## src/rtl/mem_port_arbiter_pkg.sv

```systemverilog
// Types shared by the unified memory-port arbiter and its request buffers.
// Latency: n/a (types only).  Backpressure: n/a.
// Request struct mirrors the shared memory port so buffers and output registers share one layout.
package mem_port_arbiter_pkg;

    typedef enum logic [1:0] {
        ARB_IDLE   = 2'b00,
        ARB_BUSY_I = 2'b01,
        ARB_BUSY_D = 2'b10
    } arb_state_t;

    typedef enum logic {
        GRANT_I = 1'b0,
        GRANT_D = 1'b1
    } grant_t;

    typedef struct packed {
        logic [31:0] addr;
        logic [3:0]  rmask;
        logic [3:0]  wmask;
        logic [31:0] wdata;
    } mem_req_t;

    localparam mem_req_t MEM_REQ_NONE = '0;

endpackage

```

## src/rtl/mem_port_arbiter_req_buffer.sv

```systemverilog
// One-entry pending holder for a single requester's memory request.
// Latency: loaded entry visible the cycle after the load pulse.
// Backpressure: none; the requester keeps at most one request in flight, so a load never overwrites a live entry.
module mem_port_arbiter_req_buffer
    import mem_port_arbiter_pkg::*;
(
    input  logic     clk,
    input  logic     rst_n,
    input  logic     load,
    input  mem_req_t load_dat,
    input  logic     clear,
    input  logic     flush,
    output logic     pend_vld,
    output mem_req_t pend_dat
);

    // Clear means the entry (or its same-cycle bypass) was issued at this edge.
    // A load beats a flush: the flush only discards requests older than this cycle.
    always_ff @(posedge clk or negedge rst_n) begin
        if (!rst_n) begin
            pend_vld <= 1'b0;
            pend_dat <= MEM_REQ_NONE;
        end else begin
            if (clear) begin
                pend_vld <= 1'b0;
            end else if (load) begin
                pend_vld <= 1'b1;
            end else if (flush) begin
                pend_vld <= 1'b0;
            end

            if (load && !clear) begin
                pend_dat <= load_dat;
            end
        end
    end

endmodule

```

## src/rtl/mem_port_arbiter.sv

```systemverilog
// Shares one memory port between instruction fetch (imem) and load/store (dmem), one access outstanding.
// Latency: mem request registered one cycle after the request pulse; response steered back combinationally.
// Backpressure: none upstream; requests wait in one-entry buffers while the port is busy.
module mem_port_arbiter
    import mem_port_arbiter_pkg::*;
#(
    parameter bit PRIO_DMEM = 1'b1
) (
    input  logic        clk,
    input  logic        rst_n,

    input  logic [31:0] imem_addr,
    input  logic [3:0]  imem_rmask,
    input  logic        imem_flush,
    output logic [31:0] imem_rdata,
    output logic        imem_resp,

    input  logic [31:0] dmem_addr,
    input  logic [3:0]  dmem_rmask,
    input  logic [3:0]  dmem_wmask,
    input  logic [31:0] dmem_wdata,
    output logic [31:0] dmem_rdata,
    output logic        dmem_resp,

    output logic [31:0] mem_addr,
    output logic [3:0]  mem_rmask,
    output logic [3:0]  mem_wmask,
    output logic [31:0] mem_wdata,
    input  logic [31:0] mem_rdata,
    input  logic        mem_resp
);

    arb_state_t state, next_state;
    grant_t     last_grant;
    logic       squash;
    mem_req_t   mem_req_q;

    mem_req_t   imem_in, dmem_in;
    logic       imem_pulse, dmem_pulse;
    logic       i_pend_vld, d_pend_vld;
    mem_req_t   i_pend_dat, d_pend_dat;
    logic       cand_i_vld, cand_d_vld;
    mem_req_t   cand_i_dat, cand_d_dat;
    logic       port_free, issue, pick_d;
    logic       issue_i, issue_d;
    mem_req_t   sel_req;

    assign imem_in    = '{addr: imem_addr, rmask: imem_rmask, wmask: 4'h0, wdata: 32'h0};
    assign dmem_in    = '{addr: dmem_addr, rmask: dmem_rmask, wmask: dmem_wmask, wdata: dmem_wdata};
    assign imem_pulse = |imem_rmask;
    assign dmem_pulse = |(dmem_rmask | dmem_wmask);

    mem_port_arbiter_req_buffer u_imem_buf (
        .clk      (clk),
        .rst_n    (rst_n),
        .load     (imem_pulse),
        .load_dat (imem_in),
        .clear    (issue_i),
        .flush    (imem_flush),
        .pend_vld (i_pend_vld),
        .pend_dat (i_pend_dat)
    );

    mem_port_arbiter_req_buffer u_dmem_buf (
        .clk      (clk),
        .rst_n    (rst_n),
        .load     (dmem_pulse),
        .load_dat (dmem_in),
        .clear    (issue_d),
        .flush    (1'b0),
        .pend_vld (d_pend_vld),
        .pend_dat (d_pend_dat)
    );

    // Candidates include same-cycle pulses so an idle port issues without an extra buffer cycle.
    assign cand_i_vld = imem_pulse | (i_pend_vld & ~imem_flush);
    assign cand_i_dat = imem_pulse ? imem_in : i_pend_dat;
    assign cand_d_vld = dmem_pulse | d_pend_vld;
    assign cand_d_dat = dmem_pulse ? dmem_in : d_pend_dat;

    // In IDLE the port is free regardless of mem_resp, so a stale response is harmless.
    assign port_free = (state == ARB_IDLE) || mem_resp;

    always_comb begin
        pick_d = cand_d_vld;
        if (cand_i_vld && cand_d_vld) begin
            pick_d = PRIO_DMEM ? 1'b1 : (last_grant == GRANT_I);
        end
    end

    assign issue   = port_free && (cand_i_vld || cand_d_vld);
    assign issue_i = issue && !pick_d;
    assign issue_d = issue && pick_d;
    assign sel_req = pick_d ? cand_d_dat : cand_i_dat;

    always_ff @(posedge clk or negedge rst_n) begin
        if (!rst_n) begin
            state <= ARB_IDLE;
        end else begin
            state <= next_state;
        end
    end

    always_comb begin
        next_state = state;
        case (state)
            ARB_IDLE: begin
                if (issue) begin
                    next_state = pick_d ? ARB_BUSY_D : ARB_BUSY_I;
                end
            end
            ARB_BUSY_I, ARB_BUSY_D: begin
                if (mem_resp) begin
                    if (issue) begin
                        next_state = pick_d ? ARB_BUSY_D : ARB_BUSY_I;
                    end else begin
                        next_state = ARB_IDLE;
                    end
                end
            end
            default: next_state = ARB_IDLE;
        endcase
    end

    // A flush coincident with the fetch response suppresses it directly, not via squash.
    always_comb begin
        imem_resp  = (state == ARB_BUSY_I) && mem_resp && !squash && !imem_flush;
        dmem_resp  = (state == ARB_BUSY_D) && mem_resp;
        imem_rdata = mem_rdata;
        dmem_rdata = mem_rdata;
    end

    always_ff @(posedge clk or negedge rst_n) begin
        if (!rst_n) begin
            mem_req_q <= MEM_REQ_NONE;
        end else if (issue) begin
            mem_req_q <= sel_req;
        end else begin
            mem_req_q.rmask <= 4'h0;
            mem_req_q.wmask <= 4'h0;
        end
    end

    always_ff @(posedge clk or negedge rst_n) begin
        if (!rst_n) begin
            last_grant <= GRANT_I;
        end else if (issue) begin
            last_grant <= pick_d ? GRANT_D : GRANT_I;
        end
    end

    always_ff @(posedge clk or negedge rst_n) begin
        if (!rst_n) begin
            squash <= 1'b0;
        end else if ((state != ARB_IDLE) && mem_resp) begin
            squash <= 1'b0;
        end else if ((state == ARB_BUSY_I) && imem_flush) begin
            squash <= 1'b1;
        end
    end

    assign mem_addr  = mem_req_q.addr;
    assign mem_rmask = mem_req_q.rmask;
    assign mem_wmask = mem_req_q.wmask;
    assign mem_wdata = mem_req_q.wdata;

endmodule

```

## config.mk

```make
export PLATFORM = sky130hd
export DESIGN_NAME = mem_port_arbiter
export DESIGN_NICKNAME = d
export VERILOG_FILES = /design/src/rtl/mem_port_arbiter_pkg.sv /design/src/rtl/mem_port_arbiter_req_buffer.sv /design/src/rtl/mem_port_arbiter.sv
export SDC_FILE = /design/constraint.sdc
export NUM_CORES = 1
export LEC_CHECK = 0
export BUFFER_PORTS_ARGS = -buffer_cell sky130_fd_sc_hd__buf_2
export CORE_AREA = 2 2 137 139
export CTS_BUF_LIST = sky130_fd_sc_hd__clkbuf_8
export CTS_CLUSTER_DIAMETER = 200
export CTS_CLUSTER_SIZE = 8
export DETAILED_ROUTE_END_ITERATION = 8
export DIE_AREA = 0 0 139 141
export GPL_TIMING_DRIVEN = 0
export PLACE_DENSITY = 0.83
export SYNTH_ARGS = -nofsm -noshare
export SYNTH_HDL_FRONTEND = slang
export SYNTH_SLANG_ARGS = --single-unit
export TNS_END_PERCENT = 1
```

## constraint.sdc

```tcl
create_clock -name clk -period 5.4 [get_ports clk]
set_input_delay 0.54 -clock clk [delete_from_list [all_inputs] [get_ports clk]]
set_output_delay 0.54 -clock clk [all_outputs]
set_load 0.03 [all_outputs]
```

# Word-level counts from Yosys, hierarchy flattened
# Cells that the tools add are included.
[word_totals]
ff_bits = 185
elab_cells = 68
out_inout_bits = 138
in_bits = 144
[classes]
muxes = 17
n_reduce_logical = 28
bitwise_logic = 5
eq_ne = 4
[op_table]
columns = ["cell", "count"]
rows = [
  ["72-bit 2-to-1 mux", 3],
  ["1-bit logical AND", 12],
  ["1-bit 2-to-1 mux", 8],
  ["2-bit 2-to-1 mux", 4],
  ["8-bit 2-to-1 mux", 1],
  ["4-bit OR reduction", 2],
  ["2-bit nonzero test", 3],
  ["1-bit logical NOT", 5],
  ["2-bit inequality test, second input constant", 2],
  ["4-bit bitwise OR", 1],
  ["2-bit one-hot mux with 2 select lines", 1],
  ["3-bit nonzero test", 1],
  ["2-bit by 1-bit equality test with 1-bit output, second input constant", 1],
  ["2-bit equality test, second input constant", 1],
  ["2-bit logical NOT", 1],
  ["1-bit logical OR", 2],
  ["1-bit bitwise OR", 2],
  ["2-bit AND reduction", 1],
  ["2-bit OR reduction", 1],
  ["1-bit AND", 1],
  ["1-bit inverter", 1],
]

# Longest topological paths before layout
# Gate-level depths: netlist of the first run.
[depth]
word_depth = 9
ltp_mapped = 9

# Modules after synthesis
# A second synthesis of the first run with hierarchy kept.
[unflattened]
cells_unflattened = 896
area_unflattened_um2 = 11314.6
[modules_own_cells]
columns = ["mod", "n_inst", "cells_per_inst", "area_each_um2"]
rows = [
  ["mem_port_arbiter_req_buffer", 2, 157, 3089.2],
  ["mem_port_arbiter", 1, 582, 5136.2],
]

# Least setup slack after synthesis of the first run
# No wires, ideal clock.
[synth_path]
path_kind = "input port to flip-flop"
from = "in dmem_wmask[2]"
to = "reg u_imem_buf.pend_dat[65] (netlist name)"
slack_ns = 2.795
path_buffers = 4
cell_stages = 8
arrival_time_ns = 2.478
setup_ns = 0.127
t_required_ns = 5.273
cell_sequence = "or4_1 > buf_2 > or4b_1 > buf_4 > nand2b_4 > buf_12 > buf_8 > mux2_1"
[synth_via]
elab_chain_cells = 9
word_cells_on_any_way = 11
classes_between = "1 x mux; 2 x bitwise; 8 x reduce/logical"
[synth_rtl]
columns = ["item", "line_no", "rtl"]
rows = [
  ["from (decl)", "mem_port_arbiter.sv:20", "input logic [3:0] dmem_wmask,"],
  ["4-bit bitwise OR (*)", "mem_port_arbiter.sv:51", "assign dmem_pulse = |(dmem_rmask | dmem_wmask);"],
  ["4-bit OR reduction (*)", "mem_port_arbiter.sv:51", ""],
  ["1-bit bitwise OR (*)", "mem_port_arbiter.sv:78", "assign cand_d_vld = dmem_pulse | d_pend_vld;"],
  ["1-bit logical AND", "mem_port_arbiter.sv:86", "if (cand_i_vld && cand_d_vld) begin"],
  ["1-bit 2-to-1 mux", "mem_port_arbiter.sv:86", ""],
  ["1-bit logical NOT", "mem_port_arbiter.sv:92", "assign issue_i = issue && !pick_d;"],
  ["1-bit logical AND (*)", "mem_port_arbiter.sv:92", ""],
  ["1-bit logical NOT (*)", "mem_port_arbiter_req_buffer.sv:32", "if (load && !clear) begin"],
  ["1-bit logical AND (*)", "mem_port_arbiter_req_buffer.sv:32", ""],
  ["to (signal assigned)", "mem_port_arbiter_req_buffer.sv:33", "pend_dat <= load_dat;"],
  ["to (decl)", "mem_port_arbiter_req_buffer.sv:14", "output mem_req_t pend_dat"],
]
# Mark *: on every way between the ends. The rest lies on a longest branch, timed or not.
# A chain may end at the register's enable or synchronous reset.

# Final worst setup path of the first run
[layout_path]
from = "reg state[0]"
to = "reg u_dmem_buf.pend_dat[5] (netlist name)"
[layout_via]
elab_chain_cells = 6
[layout_rtl]
columns = ["item", "line_no", "rtl"]
rows = [
  ["from (decl)", "mem_port_arbiter.sv:33", "arb_state_t state, next_state;"],
  ["from (signal assigned)", "mem_port_arbiter.sv:100", "state <= next_state;"],
  ["2-bit logical NOT", "mem_port_arbiter.sv:82", "assign port_free = (state == ARB_IDLE) || mem_resp;"],
  ["1-bit logical OR", "mem_port_arbiter.sv:82", ""],
  ["1-bit logical AND", "mem_port_arbiter.sv:91", "assign issue = port_free && (cand_i_vld || cand_d_vld);"],
  ["1-bit logical AND", "mem_port_arbiter.sv:93", "assign issue_d = issue && pick_d;"],
  ["1-bit logical NOT", "mem_port_arbiter_req_buffer.sv:32", ""],
  ["1-bit logical AND", "mem_port_arbiter_req_buffer.sv:32", ""],
  ["to (signal assigned)", "mem_port_arbiter_req_buffer.sv:33", ""],
  ["to (decl)", "mem_port_arbiter_req_buffer.sv:14", ""],
]
# Every way passes these cells.

==> key figures, run 1 <==
Critical path
  • Cells along the critical path: inv_1, ha_1, or2_2, clkbuf_1, nor2_1, clkbuf_1, mux2_2
  • Max incr delay on CP: 0.68 ns
  • WP buf/inv: 3
  • CP max stage cell: nor2_1
  • CP Data Arrival Time: 3.48 ns
  • Startpoint class of the critical path: flip-flop
  • Worst reg-to-reg setup slack: 2.27 ns
  • FF-to-FF path depth: 7
  • Req. time, crit path: 5.75 ns
  • CP Capture Type: flip-flop
  • CP top delay family: simple AND/OR/NAND/NOR gates
  • Crit path capture: u_dmem_buf.pend_dat[5]
  • Reg2reg end: u_dmem_buf.pend_dat[5]
  • Crit path top cell by count: clkbuf_1
  • Worst setup path start: state[0]
  • Worst-path fanout max: 10
  • Cell count along the critical path: 7
  • Worst setup path category: reg2reg
  • RR Startpoint: state[0]

Logic synthesis
  • Average size of a mapped cell: 12.2 µm²
  • Synth Flop Type: dfrtp_1
  • Cells after synthesis: 729
  • Ranking of synthesized cells by area: dfrtp_1, mux2_2, mux2i_1
  • Netlist cell types: 34
  • Ys async rst share: 1.00
  • Seq/Total Area, Yosys: 0.519
  • Number of synthesized flops with an enable pin: 0
  • Area share of the largest cell type after synthesis: 0.519
  • Seq cells post-synth: 185
  • Leading area contributor after synthesis: dfrtp_1
  • Yosys warnings: 0
  • Post-synthesis instance area: 8910 µm²
  • Syn Nets: 877

Die
  • Core ar.: 18,300 µm²
  • Die Y: 141 µm
  • Starting Density: 0.488
  • Full die area: 19,600 µm²
  • DIE WIDTH: 139 µm
  • Rows: 50
  • # IOs: 282

Detailed routing
  • Via count: 6,794
  • Drt pass-1 iters: 4
  • Routed length on met2: 11,000 µm
  • Drt total wl: 22,500 µm
  • Vias/cell: 5.44
  • DR iter-0 viols: 281
  • Met1 WL: 9350 µm
  • DRC viols: 0
  • Wire length per cell: 18.0 µm
  • DR top layer: met5
  • Post-DRT Antenna Nets: 0
  • Met3 routed WL: 1710 µm

STA
  • Worst slew margin: 0.487
  • Final Hold Viols: 0
  • Setup TNS: 0 ns
  • FMAX: 0.319 GHz
  • Final setup viols: 0
  • Final Max Tran Viols: 0
  • Tcrit/Tclk final: 0.580
  • RSZ-0062 raised after global routing: no
  • Worst Clk Skew: 0.0179 ns
  • Slew at the pin closest to its max-slew limit: 0.769 ns
  • Final min period: 3.13 ns

Run status
  • Run status: finished, final reports clean

Placed design
  • Area after DPL: 10,500 µm²
  • HPWL after DPL: 16,100 µm
  • Gpl congestion: 0.791
  • IO buf count: 249

Cells and area
  • Final instance area: 10,900 µm²
  • FILL cells: 1,517
  • Commonest non-fill, non-tap cell in the layout: buf_2
  • Share of cells above drive strength 1: 0.462
  • Commonest non-fill, non-tap cells in the layout: buf_2, dfrtp_1, mux2_2
  • Nets: 1,146
  • Area grow syn2layout: 22.3%

Power
  • Sw Pwr: 1.66 mW
  • Net Sw Frac: 0.366
  • Comb pwr share: 0.337
  • Peak supply drop: 0.000230 V
  • Clock network fraction of design power: 0.206
  • Share of power burned in registers: 0.457
  • Leakage power: 4.86 nW
  • Power Density: 415 nW/µm²
  • Internal Power: 2.87 mW

Global routing
  • Vias in the first global route: 6,947
  • First-pass GRT wire length: 35,900 µm
  • Initial antenna violation count: 5
  • Largest net degree at the start of global routing: 105
  • Total track usage: 0.230
  • Grt total ovfl: 0

Clocking
  • CTS max path bufs: 2
  • Worst skew pair latency: 0.47 ns
  • Num CTS Buffers: 17
  • Post-CTS resize count: 0
  • CTS tree: done
  • Clk sinks: 185
  • Root cell of the clock tree: clkbuf_8
  • H-tree Lvls: 4
  • Clock transition at path regs: 0.10 ns
  • CTS Hold Bufs: 0
  • Post-CTS Setup Bufs: 0

Job
  • Max-cap violations: 0

Min path
  • Hold Path Class: in2async
kinds of logic (layout without fill, tap and decap cells):
logic type | count (synthesis) | in the layout | share of synthesized area
adders and majority gates | 4 | 4 | 0.00562
muxes | 169 | 169 | 0.213
buffers and inverters | 125 | 407 | 0.0897
DFF | 185 | 185 | 0.519
AOI/OAI and AO/OA | 151 | 151 | 0.121
and+or+nand+nor | 95 | 95 | 0.0515
other | 0 | 3 | 0
power groups by stage:
stage	Sequential (mW)	Combinational [mW]	Clock (mW)
after floorplan	2.34	0.782	0
after global placement	2.06	1.49	0
after detailed placement	2.08	1.53	0
after CTS	2.06	1.54	0.954
after global routing	2.12	1.64	1.00
final	2.07	1.52	0.933
stage by stage:
step	hold slack [ns]	total power [mW]	cells	utilization	worst slack (ns)
floorplan	0.244	3.12	729	-	2.80
global placement	0.466	3.55	1212	0.572	0.776
detailed placement	0.472	3.62	1213	0.574	2.21
CTS	0.0523	4.55	1245	0.596	2.21
global route	0.0722	4.76	1248	0.596	2.03
finish	0.0348	4.52	1248	0.596	2.27
sequential cells by signal, summed over array words and instances (netlist names):
register / flops
u_dmem_buf.pend_vld: 1
squash: 1
mem_rmask: 4
mem_wmask: 4
state: 2
u_imem_buf.pend_vld: 1
u_dmem_buf.pend_dat: 72
u_imem_buf.pend_dat: 36
mem_wdata: 32
mem_addr: 32
worst min-delay path by stage:
| stage | from | end | slack (ns) | cells past startpoint |
|---|---|---|---|---|
| 5_1_grt | rst_n | u_imem_buf.pend_dat[48] | 0.07 | 1 |
| 2_1_floorplan | rst_n | mem_addr[0] | 0.24 | 0 |
| 4_1_cts | rst_n | u_imem_buf.pend_dat[50] | 0.05 | 1 |
| 6_report | rst_n | u_imem_buf.pend_dat[47] | 0.03 | 1 |
| 3_5_place_dp | mem_wdata[11] | mem_wdata[11] | 0.47 | 1 |
| 3_3_place_gp | mem_wdata[7] | mem_wdata[7] | 0.47 | 1 |
layer usage:
metal | vias to the layer above | track usage
met5 | - | 0
met4 | 2 | 0.0760
met3 | 29 | 0.0611
met2 | 255 | 0.385
met1 | 3382 | 0.292
li1 | 3126 | -
final cells by class:
class                      instances  area [µm²]  share of cell area
sequential                       185        4630               0.425
multi-input combinational        419        3480               0.320
timing repair buffer             250        1280               0.118
buffer                           121         785              0.0720
tap                              234         293              0.0269
clock buffer                      19         262              0.0240
clock inverter                    13         138              0.0126
inverter                           4        15.0             0.00138
antenna                            3        7.51            0.000689
cells in the mapped netlist, types with 12 or more instances:
cell       instances
dfrtp_1          185
mux2_2            78
buf_4             68
mux2i_1           65
o21ai_0           64
nor3_1            36
clkbuf_1          34
nand2_1           34
a221o_1           32
o2bb2ai_1         32
mux2_4            20
buf_2             12
worst register-to-register path, cell delays in order, from the launching register on:
cell      delay, ns
dfrtp_1        0.41
inv_1          0.08
ha_1           0.23
or2_2          0.32
clkbuf_1       0.30
nor2_1         0.68
clkbuf_1       0.59
mux2_2         0.42
(Power assumes the default switching activity.)
==> run 2, diff against run 1 <==
--- a/config.mk
+++ b/config.mk
@@ -5,15 +5,16 @@
 export SDC_FILE = /design/constraint.sdc
 export NUM_CORES = 1
 export LEC_CHECK = 0
+export ABC_AREA = 1
 export BUFFER_PORTS_ARGS = -buffer_cell sky130_fd_sc_hd__buf_2
-export CORE_AREA = 2 2 137 139
+export CORE_AREA = 2 2 142 144
 export CTS_BUF_LIST = sky130_fd_sc_hd__clkbuf_8
 export CTS_CLUSTER_DIAMETER = 200
 export CTS_CLUSTER_SIZE = 8
 export DETAILED_ROUTE_END_ITERATION = 8
-export DIE_AREA = 0 0 139 141
+export DIE_AREA = 0 0 144 146
 export GPL_TIMING_DRIVEN = 0
-export PLACE_DENSITY = 0.83
+export PLACE_DENSITY = 0.82
 export SYNTH_ARGS = -nofsm -noshare
 export SYNTH_HDL_FRONTEND = slang
 export SYNTH_SLANG_ARGS = --single-unit
==> constraint.sdc (replaced) <==
create_clock -name clk -period 2.87 [get_ports clk]
set_input_delay 0.287 -clock clk [delete_from_list [all_inputs] [get_ports clk]]
set_output_delay 0.287 -clock clk [all_outputs]
set_load 0.03 [all_outputs]
==> key figures, run 2 <==
Run status
  • Run status: finished, final reports clean (unchanged)

Cells and area
  • Share of cells above drive strength 1: 0.276 (was 0.462)
  • Max reg flops: 72 (unchanged)
  • Biggest regs: u_dmem_buf.pend_dat: 72 flops, u_imem_buf.pend_dat: 36 flops (unchanged)
  • Final instance area: 11,300 µm² (was 10,900 µm²)
  • Commonest non-fill, non-tap cell in the layout: nand2_1 (was buf_2)
  • Top reg by flops: u_dmem_buf.pend_dat (unchanged)
  • Area grow syn2layout: 22.3% (about the same)
  • FILL cells: 1,802 (was 1,517)
  • Final Non-Filler Cells: 1,736 (was 1,248)
  • Commonest non-fill, non-tap cells in the layout: nand2_1, buf_2, dfrtp_1 (was buf_2, dfrtp_1, mux2_2)
  • Nets: 1,602 (was 1,146)

Logic synthesis
  • Seq/Total Area, Yosys: 0.503 (was 0.519)
  • Number of synthesized flops with an enable pin: 0 (unchanged)
  • Leading area contributor after synthesis: dfrtp_1 (unchanged)
  • Seq cells post-synth: 185 (unchanged)
  • Yosys warnings: 0 (unchanged)
  • Top post-synthesis cells by count: nand2_1, dfrtp_1, nand3_1, inv_1, o21ai_0 (was dfrtp_1, mux2_2, buf_4, mux2i_1, o21ai_0)
  • Syn Nets: 1,332 (was 877)
  • Area share of the largest cell type after synthesis: 0.503 (was 0.519)
  • Synth Flop Type: dfrtp_1 (unchanged)
  • Average size of a mapped cell: 7.78 µm² (was 12.2 µm²)
  • Post-synthesis instance area: 9210 µm² (was 8910 µm²)
  • Netlist cell types: 23 (was 34)
  • Most common cell in the synthesized netlist: nand2_1 (was dfrtp_1)
  • Ranking of synthesized cells by area: dfrtp_1, nand2_1, buf_4 (was dfrtp_1, mux2_2, mux2i_1)
  • Ys async rst share: 1.00 (unchanged)
  • Cells after synthesis: 1,184 (was 729)

Clocking
  • Post-CTS resize count: 0 (unchanged)
  • CTS tree: done (unchanged)
  • Clk sinks: 185 (unchanged)
  • CTS max path bufs: 2 (unchanged)
  • Root cell of the clock tree: clkbuf_8 (unchanged)
  • Post-CTS Setup Bufs: 0 (unchanged)
  • Num CTS Buffers: 17 (unchanged)
  • Worst skew pair latency: 0.47 ns (about the same)
  • H-tree Lvls: 4 (unchanged)
  • Clock transition at path regs: 0.10 ns (about the same)

STA
  • Final setup viols: 0 (unchanged)
  • Final Max Tran Viols: 0 (unchanged)
  • FMAX: 0.497 GHz (was 0.319 GHz)
  • Setup TNS: 0 ns (unchanged)
  • Tcrit/Tclk final: 0.700 (was 0.580)
  • Final Hold Viols: 0 (unchanged)
  • Final min period: 2.01 ns (was 3.13 ns)
  • RSZ-0062 raised after global routing: no (unchanged)
  • Worst Clk Skew: 0.0114 ns (was 0.0179 ns)
  • Worst slew margin: 0.618 (was 0.487)
  • Slew at the pin closest to its max-slew limit: 0.572 ns (was 0.769 ns)

Placed design
  • Gpl congestion: 0.814 (was 0.791)
  • HPWL after DPL: 18,100 µm (was 16,100 µm)
  • Area after DPL: 10,800 µm² (was 10,500 µm²)
  • # placed instances: 1,699 (was 1,213)
  • IO buf count: 249 (unchanged)

Detailed routing
  • Met1 WL: 10,700 µm (was 9350 µm)
  • DRC viols: 0 (unchanged)
  • Post-DRT Antenna Nets: 0 (unchanged)
  • DR top layer: met5 (unchanged)
  • DR iter-0 viols: 445 (was 281)
  • Vias/cell: 4.81 (was 5.44)
  • Drt total wl: 24,200 µm (was 22,500 µm)
  • Routed length on met2: 11,400 µm (was 11,000 µm)
  • Wire length per cell: 13.9 µm (was 18.0 µm)
  • Met3 routed WL: 1780 µm (was 1710 µm)
  • Via count: 8,357 (was 6,794)
  • Drt pass-1 iters: 5 (was 4)

Critical path
  • RR Startpoint: state[0] (unchanged)
  • CP Capture Type: flip-flop (unchanged)
  • Worst setup path category: reg2reg (unchanged)
  • Worst-path fanout max: 10 (unchanged)
  • Startpoint class of the critical path: flip-flop (unchanged)
  • Reg2reg end: mem_addr[10] (was u_dmem_buf.pend_dat[5])
  • Worst reg-to-reg setup slack: 0.86 ns (was 2.27 ns)
  • Req. time, crit path: 3.27 ns (was 5.75 ns)
  • CP Data Arrival Time: 2.41 ns (was 3.48 ns)
  • FF-to-FF path depth: 9 (was 7)

Global routing
  • Initial antenna violation count: 5 (unchanged)
  • Total track usage: 0.232 (was 0.230)
  • First-pass GRT wire length: 38,900 µm (was 35,900 µm)
  • Largest net degree at the start of global routing: 111 (was 105)
  • Grt total ovfl: 0 (unchanged)
  • Vias in the first global route: 7,947 (was 6,947)

Min path
  • Hold_sp: dmem_addr[18]
  • WHS Path Cells: 3
  • Endpoint, Worst Hold: u_dmem_buf.pend_dat[58]
  • Hold Path Class: in2reg (was in2async)

Power
  • Power Density: 759 nW/µm² (was 415 nW/µm²)
  • Leakage power: 6.17 nW (was 4.86 nW)
  • Peak supply drop: 0.000345 V (was 0.000230 V)

Job
  • Max-cap violations: 0 (unchanged)

Die
  • Die Y: 146 µm (was 141 µm)
  • Starting Density: 0.476 (was 0.488)
  • Rows: 51 (was 50)
  • Core ar.: 19,300 µm² (was 18,300 µm²)
  • Full die area: 21,000 µm² (was 19,600 µm²)
  • DIE WIDTH: 144 µm (was 139 µm)
  • # IOs: 282 (unchanged)
-- run 2: cell types whose count changed in the layout (fill, tap and decap cells not counted), sizes merged, moves of 15 or more --
cell     change
nand2      +456
nand3      +107
mux2       -104
inv         +85
o21ai       +80
mux2i       -65
buf         +34
nor3        -34
a221o       -32
o2bb2ai     -32
clkbuf      -24
nor2        +15
-- run 2: layer usage --
metal  global-route usage  vias up
met3               0.0464       34
met1                0.306     3826
met4               0.0632        4
met2                0.388      306
met5                    0        -
li1                     -     4187
-- run 2: critical path: stages, from the launching register on --
cell and delay, ns:
dfrtp_1 0.44, inv_1 0.11, ha_1 0.17, inv_1 0.10, nand2_2 0.14, inv_1 0.14, nor2_1 0.19, clkbuf_1 0.45
nand2_1 0.11, nand3_1 0.10
-- run 2: per-stage QoR --
stage                      util  power (mW)  hold slack, ns  worst slack (ns)
after global placement    0.558        6.62           0.454             -1.48
after CTS                 0.582        8.60          0.0334             0.825
final                     0.583        8.55          0.0562             0.860
after global routing      0.582        9.07          0.0438             0.627
after floorplan               -        5.79        -0.00859              1.27
after detailed placement  0.560        6.73           0.297             0.848
-- run 2: area by class of cell --
type                       count  area (µm²)  area share
clock buffer                  17         234      0.0208
antenna                        4        10.0    0.000888
multi-input combinational    780        3340       0.296
buffer                       133         922      0.0818
sequential                   185        4630       0.411
timing repair buffer         251        1290       0.115
tap                          265         332      0.0294
inverter                      86         323      0.0286
clock inverter                15         188      0.0167
-- run 2: power by group --
| group | leakage [nW] | internal [mW] | switching [mW] | total, mW |
|---|---|---|---|---|
| Sequential | 2.24 | 3.41 | 0.434 | 3.84 |
| Combinational | 3.73 | 0.941 | 1.89 | 2.83 |
| Clock | 0.204 | 0.880 | 0.995 | 1.88 |
| Total | 6.17 | 5.23 | 3.32 | 8.55 |
-- run 2: worst max path at each step --
stage	to	from	cells past startpoint	slack [ns]
4_1_cts	mem_addr[10]	state[0]	9	0.83
3_5_place_dp	mem_addr[10]	state[0]	9	0.85
2_1_floorplan	imem_resp	state[1]	4	1.27
3_3_place_gp	mem_addr[8]	rst_n	1	-1.48
6_report	mem_addr[10]	state[0]	9	0.86
5_1_grt	mem_addr[5]	state[0]	9	0.63
-- run 2: cell families after synthesis --
logic type      after synthesis  synth area share
simple gates                624             0.274
fa+ha+maj                     4           0.00543
buf+inv                     219             0.135
flops                       185             0.503
compound gates              152            0.0829
-- run 2: repair_timing --
| item | 4_1_cts | 5_1_grt |
|---|---|---|
| endpoints found under the setup margin | 0 | 0 |
| hold buffers | 1 | 0 |
| endpoints found under the hold margin | 75 | 0 |
==> run 3, diff against run 2 <==
--- a/config.mk
+++ b/config.mk
@@ -7,12 +7,12 @@
 export LEC_CHECK = 0
 export ABC_AREA = 1
 export BUFFER_PORTS_ARGS = -buffer_cell sky130_fd_sc_hd__buf_2
-export CORE_AREA = 2 2 142 144
+export CORE_AREA = 2 2 139 141
 export CTS_BUF_LIST = sky130_fd_sc_hd__clkbuf_8
 export CTS_CLUSTER_DIAMETER = 200
 export CTS_CLUSTER_SIZE = 8
 export DETAILED_ROUTE_END_ITERATION = 8
-export DIE_AREA = 0 0 144 146
+export DIE_AREA = 0 0 141 143
 export GPL_TIMING_DRIVEN = 0
 export PLACE_DENSITY = 0.82
 export SYNTH_ARGS = -nofsm -noshare
==> constraint.sdc (replaced) <==
create_clock -name clk -period 1.9 [get_ports clk]
set_input_delay 0.19 -clock clk [delete_from_list [all_inputs] [get_ports clk]]
set_output_delay 0.19 -clock clk [all_outputs]
set_load 0.03 [all_outputs]
==> key figures, run 3 (same netlist as run 2, synthesis figures left out) <==
Run status
  • Run status: finished, final reports clean (unchanged)

Power
  • Overall power: 13.0 mW (was 8.55 mW)
  • Power Density: 1060 nW/µm² (was 759 nW/µm²)
  • Leakage power: 6.64 nW (was 6.17 nW)
  • Peak supply drop: 0.000623 V (was 0.000345 V)

Clocking
  • Num CTS Buffers: 17 (unchanged)
  • CTS max path bufs: 2 (unchanged)
  • H-tree Lvls: 4 (unchanged)
  • Worst skew pair latency: 0.46 ns (was 0.47 ns)
  • Clk sinks: 185 (unchanged)
  • CTS tree: done (unchanged)
  • Root cell of the clock tree: clkbuf_8 (unchanged)
  • Clock transition at path regs: 0.09 ns (was 0.10 ns)

Global routing
  • Vias in the first global route: 8,695 (was 7,947)
  • Total track usage: 0.266 (was 0.232)
  • Largest net degree at the start of global routing: 101 (was 111)
  • Grt total ovfl: 0 (unchanged)
  • Initial antenna violation count: 0 (was 5)
  • First-pass GRT wire length: 42,700 µm (was 38,900 µm)

STA
  • Slew at the pin closest to its max-slew limit: 0.752 ns (was 0.572 ns)
  • WHS: 0.0301 ns (was 0.0562 ns)
  • RSZ-0062 raised after global routing: yes (was no)
  • FMAX: 0.557 GHz (was 0.497 GHz)
  • Final Max Tran Viols: 0 (unchanged)
  • Final setup viols: 0 (unchanged)
  • Final Hold Viols: 0 (unchanged)
  • Worst Clk Skew: 0.00857 ns (was 0.0114 ns)
  • Final min period: 1.79 ns (was 2.01 ns)
  • Worst setup margin: 0.106 ns (was 0.860 ns)
  • Tcrit/Tclk final: 0.944 (was 0.700)
  • Worst slew margin: 0.499 (was 0.618)

Placed design
  • HPWL after DPL: 17,800 µm (was 18,100 µm)
  • IO buf count: 249 (unchanged)
  • Gpl congestion: 0.819 (was 0.814)
  • Pre-CTS setup slack: -0.0986 ns (was 0.848 ns)

Critical path
  • Worst setup path category: reg2reg (unchanged)
  • WP buf/inv: 4 (unchanged)
  • Max incr delay on CP: 0.42 ns (was 0.45 ns)
  • Startpoint class of the critical path: flip-flop (unchanged)
  • CP top delay family: buffers and inverters (unchanged)
  • CP Capture Type: flip-flop (unchanged)
  • CP max stage cell: dfrtp_1 (was clkbuf_1)
  • Cells along the critical path: inv_1, ha_1, inv_2, nand2_2, inv_2, nand2_2, clkbuf_1, o21ai_1 (was inv_1, ha_1, inv_1, nand2_2, inv_1, nor2_1, clkbuf_1, nand2_1, nand3_1)
  • Worst-path fanout max: 10 (unchanged)
  • CP Data Arrival Time: 2.13 ns (was 2.41 ns)
  • Req. time, crit path: 2.23 ns (was 3.27 ns)

Die
  • Die Y: 143 µm (was 146 µm)
  • Starting Density: 0.496 (was 0.476)
  • Full die area: 20,200 µm² (was 21,000 µm²)
  • Core ar.: 18,600 µm² (was 19,300 µm²)
  • Rows: 50 (was 51)
  • # IOs: 282 (unchanged)
  • DIE WIDTH: 141 µm (was 144 µm)

Cells and area
  • N_diodes: 0 (was 4)
  • Top reg by flops: u_dmem_buf.pend_dat (unchanged)
  • Commonest non-fill, non-tap cells in the layout: nand2_1, buf_2, dfrtp_1 (unchanged)
  • Nets: 1,710 (was 1,602)
  • FILL cells: 1,531 (was 1,802)
  • Biggest regs: u_dmem_buf.pend_dat: 72 flops, u_imem_buf.pend_dat: 36 flops (unchanged)
  • Max reg flops: 72 (unchanged)
  • Share of cells above drive strength 1: 0.262 (was 0.276)
  • Commonest non-fill, non-tap cell in the layout: nand2_1 (unchanged)
  • Area grow syn2layout: 33.2% (was 22.3%)

Detailed routing
  • Drt pass-1 iters: 7 (was 5)
  • Drt total wl: 27,000 µm (was 24,200 µm)
  • DR iter-0 viols: 724 (was 445)
  • Wire length per cell: 14.9 µm (was 13.9 µm)
  • DRC viols: 0 (unchanged)
  • Vias/cell: 5.03 (was 4.81)
  • Post-DRT Antenna Nets: 0 (unchanged)
  • Via count: 9,100 (was 8,357)

Min path
  • Hold Path Class: in2reg (unchanged)

Job
  • Max-cap violations: 0 (unchanged)
-- run 3: worst paths after layout --
kind / start / to / slack (ns) / cells past startpoint
hold reg to reg: u_imem_buf.pend_dat[70] / u_imem_buf.pend_dat[70] / 0.48 / 2
max in group asynchronous: rst_n / mem_addr[10] / 0.64 / 3
min in group asynchronous: rst_n / mem_wdata[13] / 0.36 / 2
setup / recovery: state[0] / u_dmem_buf.pend_dat[21] / 0.11 / 8
hold / removal: dmem_rmask[2] / u_dmem_buf.pend_dat[38] / 0.03 / 3
setup reg to reg: state[0] / u_dmem_buf.pend_dat[21] / 0.11 / 8
-- run 3: area by class of cell --
class | count | area [µm²] | area share
Sequential cell | 185 | 4630 | 0.377
Buffer | 133 | 942 | 0.0768
Clock buffer | 18 | 248 | 0.0202
Tap cell | 234 | 293 | 0.0239
Multi-Input combinational cell | 780 | 3340 | 0.272
Clock inverter | 13 | 131 | 0.0107
Inverter | 86 | 323 | 0.0263
Timing Repair Buffer | 359 | 2370 | 0.193
-- run 3: metrics by stage --
stage | instances | area (µm²) | util | setup TNS, ns
2_1_floorplan | 1184 | 9210 | - | 0
3_3_place_gp | 1667 | 10800 | 0.579 | -431.15
3_5_place_dp | 1668 | 10800 | 0.581 | -0.820
4_1_cts | 1806 | 12200 | 0.659 | 0
5_1_grt | 1808 | 12300 | 0.661 | -0.0710
6_report | 1808 | 12300 | 0.661 | 0
-- run 3: what timing repair did --
action                                  4_1_cts  5_1_grt
gates resized for setup                       7       10
hold buffers                                107        0
gates cloned                                  0        1
endpoints found under the setup margin       47      138
endpoints found under the hold margin       208        0
setup buffers                                 0        1
pin swaps                                     0        1
-- run 3: metal layers --
| layer | up-vias | wire length, µm | GRT usage |
|---|---|---|---|
| met3 | 40 | 1910 | 0.0526 |
| met2 | 420 | 13400 | 0.459 |
| met4 | 0 | 455 | 0.0784 |
| met1 | 4258 | 11200 | 0.341 |
| met5 | - | 0 | 0 |
| li1 | 4382 | - | - |
-- run 3: worst register-to-register path, cell delays in order (launching register included) --
cell and delay, ns:
dfrtp_1 0.42, inv_1 0.10, ha_1 0.20, inv_2 0.08, nand2_2 0.13, inv_2 0.10
nand2_2 0.13, clkbuf_1 0.39, o21ai_1 0.12
-- run 3: power by group --
| group | switching, mW | internal [mW] |
|---|---|---|
| logic | 2.97 | 1.60 |
| clock network | 1.41 | 1.19 |
| registers | 0.682 | 5.15 |
